**config.mk**
```make
export PLATFORM = sky130hd
export DESIGN_NAME = vga_fb_reader
export DESIGN_NICKNAME = d
export VERILOG_FILES = /design/src/rtl/vga_fb_pkg.sv /design/src/rtl/vga_timing_gen.sv /design/src/rtl/vga_fb_reader.sv
export SDC_FILE = /design/constraint.sdc
export NUM_CORES = 1
export LEC_CHECK = 0
export CAP_MARGIN = 0
export CORE_MARGIN = 4
export CORE_UTILIZATION = 55
export CTS_BUF_LIST = sky130_fd_sc_hd__clkbuf_8
export CTS_CLUSTER_DIAMETER = 150
export DETAILED_ROUTE_END_ITERATION = 16
export PLACE_DENSITY_LB_ADDON = 0.25
export SETUP_SLACK_MARGIN = 0.02
export SLEW_MARGIN = 20
export SYNTH_ARGS = -nofsm -noshare
export SYNTH_HDL_FRONTEND = slang
export SYNTH_SLANG_ARGS = --single-unit
```
**constraint.sdc**
```tcl
create_clock -name clk -period 2.7 [get_ports clk]
set_input_delay 0.405 -clock clk [delete_from_list [all_inputs] [get_ports clk]]
set_output_delay 0.405 -clock clk [all_outputs]
set_load 0.01 [all_outputs]
```
**src/rtl/vga_fb_pkg.sv**
```systemverilog
`default_nettype none
// ============================================================================
// Module   : vga_fb_pkg
// Purpose  : Shared constants and types for the 640x480@60 framebuffer
//            scanout path (VGA timing, framebuffer geometry, control bundle).
// Ports    : none (package)
// Revision : 1.0 - initial release
// ============================================================================
package vga_fb_pkg;

  // Horizontal timing, in pixel clocks
  localparam int H_ACTIVE = 640;
  localparam int H_FP     = 16;
  localparam int H_SYNC   = 96;
  localparam int H_BP     = 48;
  localparam int H_TOTAL  = H_ACTIVE + H_FP + H_SYNC + H_BP;  // 800

  // Vertical timing, in lines
  localparam int V_ACTIVE = 480;
  localparam int V_FP     = 10;
  localparam int V_SYNC   = 2;
  localparam int V_BP     = 33;
  localparam int V_TOTAL  = V_ACTIVE + V_FP + V_SYNC + V_BP;  // 525

  // Framebuffer geometry; each stored pixel covers SCALE x SCALE screen pixels
  localparam int FB_W  = 160;
  localparam int FB_H  = 120;
  localparam int SCALE = 4;

  localparam int CNT_W = 10;
  localparam int COL_W = 8;

  typedef logic [CNT_W-1:0] cnt_t;

  // Counter compare points, pre-sized to the counter width
  localparam cnt_t H_LAST       = cnt_t'(H_TOTAL - 1);
  localparam cnt_t V_LAST       = cnt_t'(V_TOTAL - 1);
  localparam cnt_t H_ACT_END    = cnt_t'(H_ACTIVE);
  localparam cnt_t V_ACT_END    = cnt_t'(V_ACTIVE);
  localparam cnt_t H_SYNC_BEGIN = cnt_t'(H_ACTIVE + H_FP);
  localparam cnt_t H_SYNC_END   = cnt_t'(H_ACTIVE + H_FP + H_SYNC);
  localparam cnt_t V_SYNC_BEGIN = cnt_t'(V_ACTIVE + V_FP);
  localparam cnt_t V_SYNC_END   = cnt_t'(V_ACTIVE + V_FP + V_SYNC);

  // Video control bits that travel together down the output pipeline
  typedef struct packed {
    logic de;
    logic hsync_n;
    logic vsync_n;
  } vid_ctrl_t;

  localparam vid_ctrl_t CTRL_IDLE = '{de: 1'b0, hsync_n: 1'b1, vsync_n: 1'b1};

  // Half-open range test [lo, hi)
  function automatic logic in_range(input cnt_t x, input cnt_t lo, input cnt_t hi);
    return (x >= lo) && (x < hi);
  endfunction

endpackage
`default_nettype wire

```
**src/rtl/vga_timing_gen.sv**
```systemverilog
`default_nettype none
// ============================================================================
// Module   : vga_timing_gen
// Purpose  : 640x480@60 h/v counters and stage-0 (undelayed) timing flags.
// Ports    : clk, rst          - pixel clock, synchronous active-high reset
//            active            - current (h,v) is inside the visible area
//            hsync_n, vsync_n  - active-low syncs for current (h,v)
//            vblank_start      - high only at h=0, v=480
//            line_end          - h is the last count of the line
//            frame_end         - last cycle of the frame (h=799, v=524)
//            col_step          - last screen pixel of a stored pixel column
//            row_step          - end of the last screen line of a stored row
// Revision : 1.0 - initial release
// ============================================================================
module vga_timing_gen
  import vga_fb_pkg::*;
(
  input  logic clk,
  input  logic rst,
  output logic active,
  output logic hsync_n,
  output logic vsync_n,
  output logic vblank_start,
  output logic line_end,
  output logic frame_end,
  output logic col_step,
  output logic row_step
);

  cnt_t h;
  cnt_t v;

  always_ff @(posedge clk) begin
    if (rst) begin
      h <= '0;
      v <= '0;
    end else if (line_end) begin
      h <= '0;
      v <= (v == V_LAST) ? '0 : v + cnt_t'(1);
    end else begin
      h <= h + cnt_t'(1);
    end
  end

  assign line_end     = (h == H_LAST);
  assign frame_end    = line_end && (v == V_LAST);
  assign active       = (h < H_ACT_END) && (v < V_ACT_END);
  assign hsync_n      = !in_range(h, H_SYNC_BEGIN, H_SYNC_END);
  assign vsync_n      = !in_range(v, V_SYNC_BEGIN, V_SYNC_END);
  assign vblank_start = (h == '0) && (v == V_ACT_END);

  // SCALE is a power of two, so the low counter bits give the sub-pixel phase
  assign col_step = active && (h[1:0] == 2'(SCALE - 1));
  assign row_step = line_end && (v < V_ACT_END) && (v[1:0] == 2'(SCALE - 1));

endmodule
`default_nettype wire

```
**src/rtl/vga_fb_reader.sv**
```systemverilog
`default_nettype none
// ============================================================================
// Module   : vga_fb_reader
// Purpose  : Framebuffer scanout engine. Reads a 160x120 page from a
//            dual-port SRAM (1-cycle registered read) and drives 4x upscaled
//            640x480@60 video with aligned syncs. Supports page flipping.
// Ports    : clk, rst      - pixel clock, synchronous active-high reset
//            fb_select     - page to display, sampled on the last frame cycle
//            read_addr     - SRAM read address (registered, stage 1)
//            read_data     - SRAM read data, valid one cycle after read_addr
//            rgb, de       - pixel and active-video flag (stage 2)
//            hsync_n       - horizontal sync, active-low (stage 2)
//            vsync_n       - vertical sync, active-low (stage 2)
//            vblank_pulse  - one-cycle pulse at h=0, v=480 (stage 0)
// Revision : 1.0 - initial release
// ============================================================================
module vga_fb_reader
  import vga_fb_pkg::*;
#(
  parameter int D_WIDTH    = 8,
  parameter int A_WIDTH    = 16,
  parameter int PAGE_WORDS = 19200
) (
  input  logic               clk,
  input  logic               rst,
  input  logic               fb_select,
  output logic [A_WIDTH-1:0] read_addr,
  input  logic [D_WIDTH-1:0] read_data,
  output logic [D_WIDTH-1:0] rgb,
  output logic               hsync_n,
  output logic               vsync_n,
  output logic               de,
  output logic               vblank_pulse
);

  logic active;
  logic hsync0_n;
  logic vsync0_n;
  logic vblank_start;
  logic line_end;
  logic frame_end;
  logic col_step;
  logic row_step;

  vga_timing_gen u_timing (
    .clk          (clk),
    .rst          (rst),
    .active       (active),
    .hsync_n      (hsync0_n),
    .vsync_n      (vsync0_n),
    .vblank_start (vblank_start),
    .line_end     (line_end),
    .frame_end    (frame_end),
    .col_step     (col_step),
    .row_step     (row_step)
  );

  logic               page_sel;
  logic [A_WIDTH-1:0] page_base;
  logic [COL_W-1:0]   col;
  logic [A_WIDTH-1:0] row_base;
  vid_ctrl_t          ctrl_s1;
  vid_ctrl_t          ctrl_s2;

  assign page_base = page_sel ? A_WIDTH'(PAGE_WORDS) : '0;

  always_ff @(posedge clk) begin
    if (rst) begin
      page_sel  <= 1'b0;
      col       <= '0;
      row_base  <= '0;
      read_addr <= '0;
      ctrl_s1   <= CTRL_IDLE;
      ctrl_s2   <= CTRL_IDLE;
    end else begin
      // Page only changes between frames so a frame never tears
      if (frame_end) begin
        page_sel <= fb_select;
      end

      // col/row_base track (h/SCALE) and (v/SCALE)*FB_W incrementally
      if (line_end) begin
        col <= '0;
      end else if (col_step) begin
        col <= col + COL_W'(1);
      end

      if (frame_end) begin
        row_base <= '0;
      end else if (row_step) begin
        row_base <= row_base + A_WIDTH'(FB_W);
      end

      // Address is frozen during blanking so idle SRAM reads are stable
      if (active) begin
        read_addr <= page_base + row_base + A_WIDTH'(col);
      end

      ctrl_s1 <= '{de: active, hsync_n: hsync0_n, vsync_n: vsync0_n};
      ctrl_s2 <= ctrl_s1;
    end
  end

  assign de      = ctrl_s2.de;
  assign hsync_n = ctrl_s2.hsync_n;
  assign vsync_n = ctrl_s2.vsync_n;

  // read_data is already registered inside the SRAM, so it lines up with
  // ctrl_s2 without another flop; the gate blanks stale no-care reads.
  assign rgb = ctrl_s2.de ? read_data : '0;

  // Taken straight from the counters to give the CPU the earliest notice
  assign vblank_pulse = vblank_start;

endmodule
`default_nettype wire

```
-- Word level (Yosys, flattened, before mapping)
Index checks and enable logic that the tools add are counted.
- order comparisons: 6
- shift operators: 0
- multiply operators: 0
- reduce and logical (&&, ||, !) cells: 13
- bitwise gates (word level): 0
- div/mod/pow operators: 0
- equal/unequal tests: 5
- add/sub/neg operators: 6
- multiplexer cells: 3
- operators by type and width (operator ; count):
    $add A10 B1 Y10 const B ; 2
    $eq A10 B10 Y1 const B ; 2
    $lt A10 B10 Y1 const B ; 2
    $lt A10 B9 Y1 const B ; 2
    $add A15 B16 Y16 ; 1
    $add A16 B8 Y16 ; 1
    $add A16 B8 Y16 const B ; 1
    $mux W15 ; 1
    $eq A10 B9 Y1 const B ; 1
    $ge A10 B10 Y1 const B ; 1
    $ge A10 B9 Y1 const B ; 1
    $logic_not A10 Y1 ; 1
    $mux W10 ; 1
    $add A8 B1 Y8 const B ; 1
    $logic_and A1 B1 Y1 ; 8
    $mux W8 ; 1
    $eq A2 B2 Y1 const B ; 2
    $reduce_or A2 Y1 ; 2
    $logic_not A1 Y1 ; 2
- memories kept: 0
- register bits after elaboration: 67
- RAM bits: 0
- bits in latches: 0
- memory bits (read-only): 0

-- Logic depth before layout (Yosys ltp)
Gate-level depths: netlist (run 1).
- word-level depth: 3
- mapped depth: 8
- gate-level depth less buffers: 6

-- Modules after synthesis
A second synthesis (run 1) with hierarchy kept.
- cells, all modules: 351
- area total of the unflattened synthesis: 3193.1 um2
- modules (own cells, without submodules) (module ; cells an instance ; area each (um2) ; sequential area each (um2) ; instances):
    vga_fb_reader ; 221 ; 2065.7 ; 840.8 ; 1
    vga_timing_gen ; 130 ; 1127.3 ; 400.4 ; 1

-- Least setup slack after synthesis (run 1)
OpenSTA, ideal clock, no wires.
- path kind: register to register
- start: register col[5]
- end: register read_addr[15]
- library setup time: 0.106 ns
- data arrival time: 1.963 ns
- setup slack: 0.631 ns
- required time: 2.594 ns
- period minus slack after synthesis: 2.069 ns
- cell stages (with the launch flop): 7
- path buffers: 0
- cell sequence: dfxtp_1 > ha_1 > fa_1 > a211oi_1 > o21ai_0 > a2111o_1 > o311ai_0
- word-level cells in the longest chain between the ends: 1
- ends and longest elaborated chain (element ; RTL line ; source):
    start: declaration ; vga_fb_reader.sv:60 ; logic [COL_W-1:0] col;
    start signal: assignment ; vga_fb_reader.sv:85 ; col <= col + COL_W'(1);
    $add A16 B8 Y16 ; vga_fb_reader.sv:96 ; read_addr <= page_base + row_base + A_WIDTH'(col);
    end signal: assignment ; vga_fb_reader.sv:96 ;
    end: declaration ; vga_fb_reader.sv:27 ; output logic [A_WIDTH-1:0] read_addr,
No other way between the ends.
A chain may end at the register's enable or synchronous reset.

-- Worst setup path in the final report (run 1)
- start: register u_timing.v[5]
- end: output vblank_pulse
- word-level cells in the longest chain between the ends: 2
- ends and longest elaborated chain (element ; RTL line ; source):
    start: declaration ; vga_timing_gen.sv:31 ; cnt_t v;
    start signal: assignment ; vga_timing_gen.sv:39 ; v <= (v == V_LAST) ? '0 : v + cnt_t'(1);
    $eq A10 B9 Y1 ; vga_timing_gen.sv:50 ; assign vblank_start = (h == '0) && (v == V_ACT_END);
    $logic_and A1 B1 Y1 ; vga_timing_gen.sv:50 ;
    end: declaration ; vga_fb_reader.sv:33 ; output logic vblank_pulse
No other way between the ends.

==> run_results.csv, run 1 <==
group,metric,value,unit
outcome,run_status,"finished clean",
final_layout,antenna_cells,0,
sta,finClkSkew,0.00792,ns
placement,place.gp.congestion,0.915,
global_routing,first_global_vias,2636,
pwr,vdd_drop_max,0.000475,V
yosys,synth_ff_type,"dfxtp_1",
yosys,syn_nets,397,
drt,firstDrtPassIters,4,
sta,fin_setup_tns,0,ns
run,cap_violations,0,
yosys,synth_edf_count,0,
yosys,syn_area_per_cell,8.50,µm²
drt,antenna_left,0,
drt,num_vias,2828,
floorplanning,die_x,83.8,µm
sta,setup_viol,0,
placement,post-place-ws,0.437,ns
setup_path,critPathLaunchType,"flop",
clocking,clk_pin_slew,0.07,ns
setup_path,cp_max_fo,8,
setup_path,worstSetupPathType,"flop to primary output",
clocking,root_buffer,"clkbuf_8",
sta,maxSlewHeadroom,48.3,%
final_layout,fillers,446,
placement,port-buffer-count,38,
floorplanning,pin_count,39,
final_layout,layout.nets,436,
placement,hpwl,5000,µm
clocking,cts.sinks,62,
yosys,yosysWarnings,0,
final_layout,final_layout_size_suffix_gt1_share,8.19,%
sta,fmax,402,MHz
drt,wl_per_cell,14.4,µm
yosys,synth_cell_types,57,
pwr,p_leak,1.41,nW
hold_path,hold_class,"flop to flop",
yosys,synth-async-reset-ratio,0,%
clocking,clockBufferDepth,2,
drt,vias_per_cell,5.81,
floorplanning,die-height,83.8,µm
sta,hold_viol,0,
sta,rsz0062_at_grt,"no",
clocking,clkLatencyLatePin,0.34,ns
floorplanning,num_rows,27,
sta,slew_violations,0,
sta,period_share,92.1,%
global_routing,grtUsageTotal,20.9,%
sta,worstMarginPinSlew,0.756,ns
floorplanning,core,5540,µm²
drt,drt_first_iter_violations,158,
clocking,numCtsBuffers,9,
pwr,finalPower,1.97,mW
floorplanning,start_util,57.1,%
final_layout,areaGrowthSynthToFinish,21.7,%
setup_path,worst-r2r-setup-slack,0.33,ns
global_routing,grt_pass1_wl,12000,µm
global_routing,grt_antenna_before_repair,0,
pwr,powerDensity,513,nW/µm²
yosys,synth_seq_area_share,39.3,%
setup_path,endpoint_kind,"primary output",
sta,fin_crit,2.49,ns
global_routing,grt_max_degree,20,
sta,layout_setup_ws,0.213,ns
yosys,synthesis.area,3160,µm²
drt,route.detailed.drc,0,
floorplanning,die_area,7030,µm²
drt,routed_wl,7010,µm
yosys,yosys_register_bits,62,
yosys,synthCells,372,
setup_path,cp.arrival,2.08,ns
global_routing,gr-total-overflow,0,
clocking,cts_tree,"yes",
setup_path,worstPathRequired,2.30,ns
clocking,htree_levels,3,
clocking,cts_setup_buffers,0,
[repair_timing]
item / CTS / global route
hold buffers: 0 / 0
gates resized for setup: 0 / 1
endpoints found under the setup margin: 0 / 1
[cells by family after synthesis]
| family | Yosys count | share of synthesized area, % |
|---|---|---|
| AND/OR/NAND/NOR | 169 | 29.4 |
| AO/OA/AOI/OAI | 75 | 14.8 |
| multiplexers | 3 | 0.989 |
| flip-flops | 62 | 39.3 |
| buffers and inverters | 28 | 3.96 |
| XOR/XNOR | 21 | 5.82 |
| adder cells (fa/ha/maj) | 14 | 5.78 |
[worst max-delay path, cell delays in order (launching register included)]
cell             delay [ns]
dfxtp_1                0.47
nand4_1                0.23
nor4_2                 0.26
and4_1                 0.25
clkdlybuf4s50_1        0.53
[per-layer routing]
metal / vias up / wire, µm / global-route usage (%)
li1: 1426 / - / -
met1: 1306 / 3100 / 26.0
met2: 80 / 3330 / 33.0
met3: 16 / 398 / 5.03
met4: 0 / 178 / 11.3
met5: - / 0 / 0
[worst paths after layout]
kind                  from      endpoint  depth (start not counted)
max          u_timing.v[5]  vblank_pulse                          4
min             ctrl_s1[1]       hsync_n                          1
max reg2reg  u_timing.v[1]  row_base[12]                          5
min reg2reg     ctrl_s1[1]       hsync_n                          1
[power by group]
| part | leakage [nW] | internal (mW) | switching, mW |
|---|---|---|---|
| Sequential | 0.501 | 0.922 | 0.00758 |
| Clock | 0.124 | 0.628 | 0.344 |
| Combinational | 0.782 | 0.0387 | 0.0340 |
| Total | 1.41 | 1.59 | 0.385 |
[synthesized netlist by cell type (2+ instances only)]
library cell   n  area [µm²]
clkbuf_1       9        33.8
a21oi_1       31         155
a211o_1        2        17.5
and2_1         8        50.1
nor3b_1        3        22.5
nor4b_1        2        17.5
nor2b_1        4        25.0
nand2b_1       2        12.5
nand3_1       14        70.1
o211ai_1       3        22.5
or3_1          9        56.3
nor3_1        11        55.1
nand2_1       35         131
ha_1          13         163
xor2_1         6        52.6
dfxtp_1       62        1240
o21a_1         4        30.0
and4_1         2        17.5
o21ai_0       14        70.1
inv_1         10        37.5
clkbuf_2       3        15.0
nor4bb_1       2        20.0
o311ai_0       2        17.5
or2_2          5        31.3
xnor2_1       15         131
a21o_1         2        15.0
a211oi_1       3        22.5
buf_2          4        20.0
nor2_1        36         135
or4_1          5        37.5
o31ai_1        5        37.5
nand3b_1       2        15.0
nand4_1       11        68.8
mux2i_1        2        20.0
nor4_1         9        56.3
[cell usage in the layout (no fill, tap or decap), types with 13 or more instances in the layout]
cell,n
xnor2_1,15
o21ai_0,14
dfxtp_1,62
nand3_1,14
nand2_1,35
clkdlybuf4s50_1,38
nor2_1,36
a21oi_1,31
ha_1,13
[through the flow]
step | utilization (%) | std cells | instance area (µm²) | hold WS, ns
global route | 69.4 | 487 | 3850 | 0.438
detailed placement | 65.1 | 472 | 3600 | 0.400
floorplan | - | 372 | 3160 | 0.389
finish | 69.4 | 487 | 3850 | 0.415
CTS | 69.3 | 487 | 3840 | 0.419
global placement | 65.1 | 472 | 3600 | 0.395
[cell type report]
cell class	instances	area, µm²	share of cell area (%)
clock buffer	10	138	3.58
sequential	62	1240	32.3
tap	72	90.1	2.34
timing repair buffer	46	440	11.4
clock inverter	5	98.8	2.57
multi-input combinational	282	1800	46.8
inverter	10	37.5	0.976
[flip-flops by register name, summed over array words and instances (netlist names)]
signal,cells
read_addr,16
row_base,11
u_timing.h,10
u_timing.v,10
col,8
ctrl_s1,3
de,1
hsync_n,1
page_sel,1
vsync_n,1
No activity file was read; power rests on OpenSTA's default activity.
==> run 2: changes to the inputs <==
CORE_ASPECT_RATIO = 0.9   (was not set)
RECOVER_POWER = 25   (was not set)
==> run 2 against run 1 <==
  * Combinational power shrank 2%
  * Largest power group is now sequential cells
  * First-iteration DRC count is 52% higher
  * Critical path depth unchanged
  * Cell count decreased by 1.2%
  * Sequential cell count unchanged
  * Core utilization up 0.38 points
==> run_results.csv, run 2 (same netlist as run 1, synthesis figures left out) <==
group,metric,value,unit
outcome,run_status,"finished clean",
drt,num_vias,2903,
final_layout,final_common_cell,"dfxtp_1",
drt,route.detailed.drc,0,
pwr,powerDensity,480,nW/µm²
drt,drt_first_iter_violations,240,
pwr,vdd_drop_max,0.000398,V
floorplanning,num_rows,25,
drt,routed_wl,7070,µm
setup_path,worstSetupPathType,"flop to primary output",
clocking,root_buffer,"clkbuf_8",
final_layout,antenna_cells,0,
setup_path,endpoint_kind,"primary output",
setup_path,cp.arrival,2.04,ns
setup_path,cp_slowest_cell,"clkdlybuf4s50_1",
clocking,clkLatencyLatePin,0.34,ns
global_routing,grtUsageTotal,21.9,%
pwr,clkPwrFrac,44.8,%
clocking,cts.sinks,62,
placement,placed_area,3580,µm²
sta,slew_violations,0,
final_layout,layout.nets,434,
placement,port-buffer-count,38,
sta,maxSlewHeadroom,39.7,%
setup_path,path_cells,"nand4_1, nor4_2, and4_1, clkdlybuf4s50_1",
final_layout,largest_register_ffs,16,
floorplanning,die_x,87.9,µm
drt,wl_per_cell,14.7,µm
setup_path,cpPeakStageDelay,0.53,ns
sta,setup_viol,0,
setup_path,path_buf_inv,1,
drt,antenna_left,0,
setup_path,critPathLaunchType,"flop",
global_routing,first_global_vias,2579,
setup_path,worstSetupPathDepth,4,
floorplanning,die-height,79.9,µm
final_layout,fillers,440,
floorplanning,pin_count,39,
placement,place.gp.congestion,0.842,
floorplanning,core,5410,µm²
sta,finClkSkew,0.00773,ns
clocking,cts_tree,"yes",
setup_path,cpLargestDelayFamily,"simple AND/OR/NAND/NOR gates",
placement,hpwl,5220,µm
final_layout,regMostFlops,"read_addr",
setup_path,worstPathRequired,2.30,ns
sta,fin_crit,2.45,ns
final_layout,layout_common_cells,"dfxtp_1, nor2_1, nand2_1",
pwr,p_sw_share,23.5,%
drt,vias_per_cell,6.04,
pwr,finalPower,1.81,mW
sta,period_share,90.7,%
sta,fin_setup_tns,0,ns
drt,firstDrtPassIters,4,
global_routing,gr-total-overflow,0,
hold_path,holdPathStages,1,
sta,rsz0062_at_grt,"no",
final_layout,final_area,3780,µm²
final_layout,final_layout_size_suffix_gt1_share,7.73,%
final_layout,areaGrowthSynthToFinish,19.5,%
sta,fmax,408,MHz
pwr,p_leak,1.40,nW
global_routing,grt_max_degree,21,
sta,hold_viol,0,
global_routing,grt_pass1_wl,12100,µm
floorplanning,start_util,58.4,%
clocking,clockBufferDepth,2,
clocking,htree_levels,3,
floorplanning,die_area,7030,µm²
clocking,clk_pin_slew,0.07,ns
hold_path,hold_class,"flop to flop",
global_routing,grt_antenna_before_repair,0,
clocking,numCtsBuffers,9,
pwr,intPower,1.39,mW
clocking,ctsHoldBuffers,0,
pwr,p_comb_share,3.9,%
run,cap_violations,0,
pwr,seq_power_share,51.2,%
setup_path,reg2reg_depth,6,
pwr,netSwitchingPower,0.426,mW
sta,worstMarginPinSlew,0.882,ns
setup_path,cp_max_fo,8,
final_layout,reg_top3,"read_addr (16), row_base (11)",
-- run 2: changes by cell type in the layout (fill, tap and decap cells not counted), sizes merged --
cell           delta
inv               +1
clkdlybuf4s50    -14
clkinvlp          +2
bufinv            -2
dlygate4sd3      +14
buf               -4
clkinv            +1
clkbuf            +1
-- run 2: metrics by stage --
stage / hold WS [ns] / util, % / instances / setup WS (ns)
after floorplan: 0.389 / - / 372 / 0.631
after global placement: 0.391 / 66.2 / 465 / 0.512
after detailed placement: 0.392 / 66.2 / 465 / 0.462
after CTS: 0.410 / 69.8 / 481 / 0.152
after global routing: 0.437 / 69.8 / 481 / 0.109
final: 0.410 / 69.8 / 481 / 0.251
-- run 2: layer usage --
layer	track usage (%)	part of all wire, %
met5	0	0
met2	34.1	45
met3	7.84	5.6
met1	28.4	48
met4	6.29	1.9
-- run 2: final cells by class --
cell class | instances | area, µm² | area share, %
timing repair buffer | 44 | 418 | 11.1
clock inverter | 7 | 72.6 | 1.92
multi-input combinational | 282 | 1800 | 47.7
inverter | 10 | 37.5 | 0.993
tap | 67 | 83.8 | 2.22
clock buffer | 9 | 124 | 3.28
sequential | 62 | 1240 | 32.8
-- run 2: power by group through the flow --
stage | Combinational, mW | Sequential [mW] | Clock (mW)
final | 0.0713 | 0.929 | 0.813
after global routing | 0.0797 | 0.930 | 0.878
after CTS | 0.0738 | 0.929 | 0.830
after detailed placement | 0.0737 | 0.950 | 0
after global placement | 0.0721 | 0.950 | 0
after floorplan | 0.0387 | 0.949 | 0
-- run 2: worst register-to-register path, stage by stage (launching register included) --
cell and delay [ns]:
dfxtp_1 0.36, ha_1 0.25, fa_1 0.45, a211oi_1 0.37, o21ai_0 0.26, a2111o_1 0.44
o311ai_0 0.09
-- run 2: worst paths after layout --
kind	startpoint	end	slack, ns
setup / recovery	u_timing.v[5]	vblank_pulse	0.25
hold / removal	ctrl_s1[1]	hsync_n	0.41
setup reg to reg	row_base[5]	read_addr[15]	0.38
hold reg to reg	ctrl_s1[1]	hsync_n	0.41
-- run 2: repair_timing --
| item | in CTS | in global routing |
|---|---|---|
| setup endpoints to repair | 0 | 1 |
| buffers inserted | 0 | 0 |
| endpoints found under the hold margin | 0 | 0 |
| resized for setup | 0 | 1 |
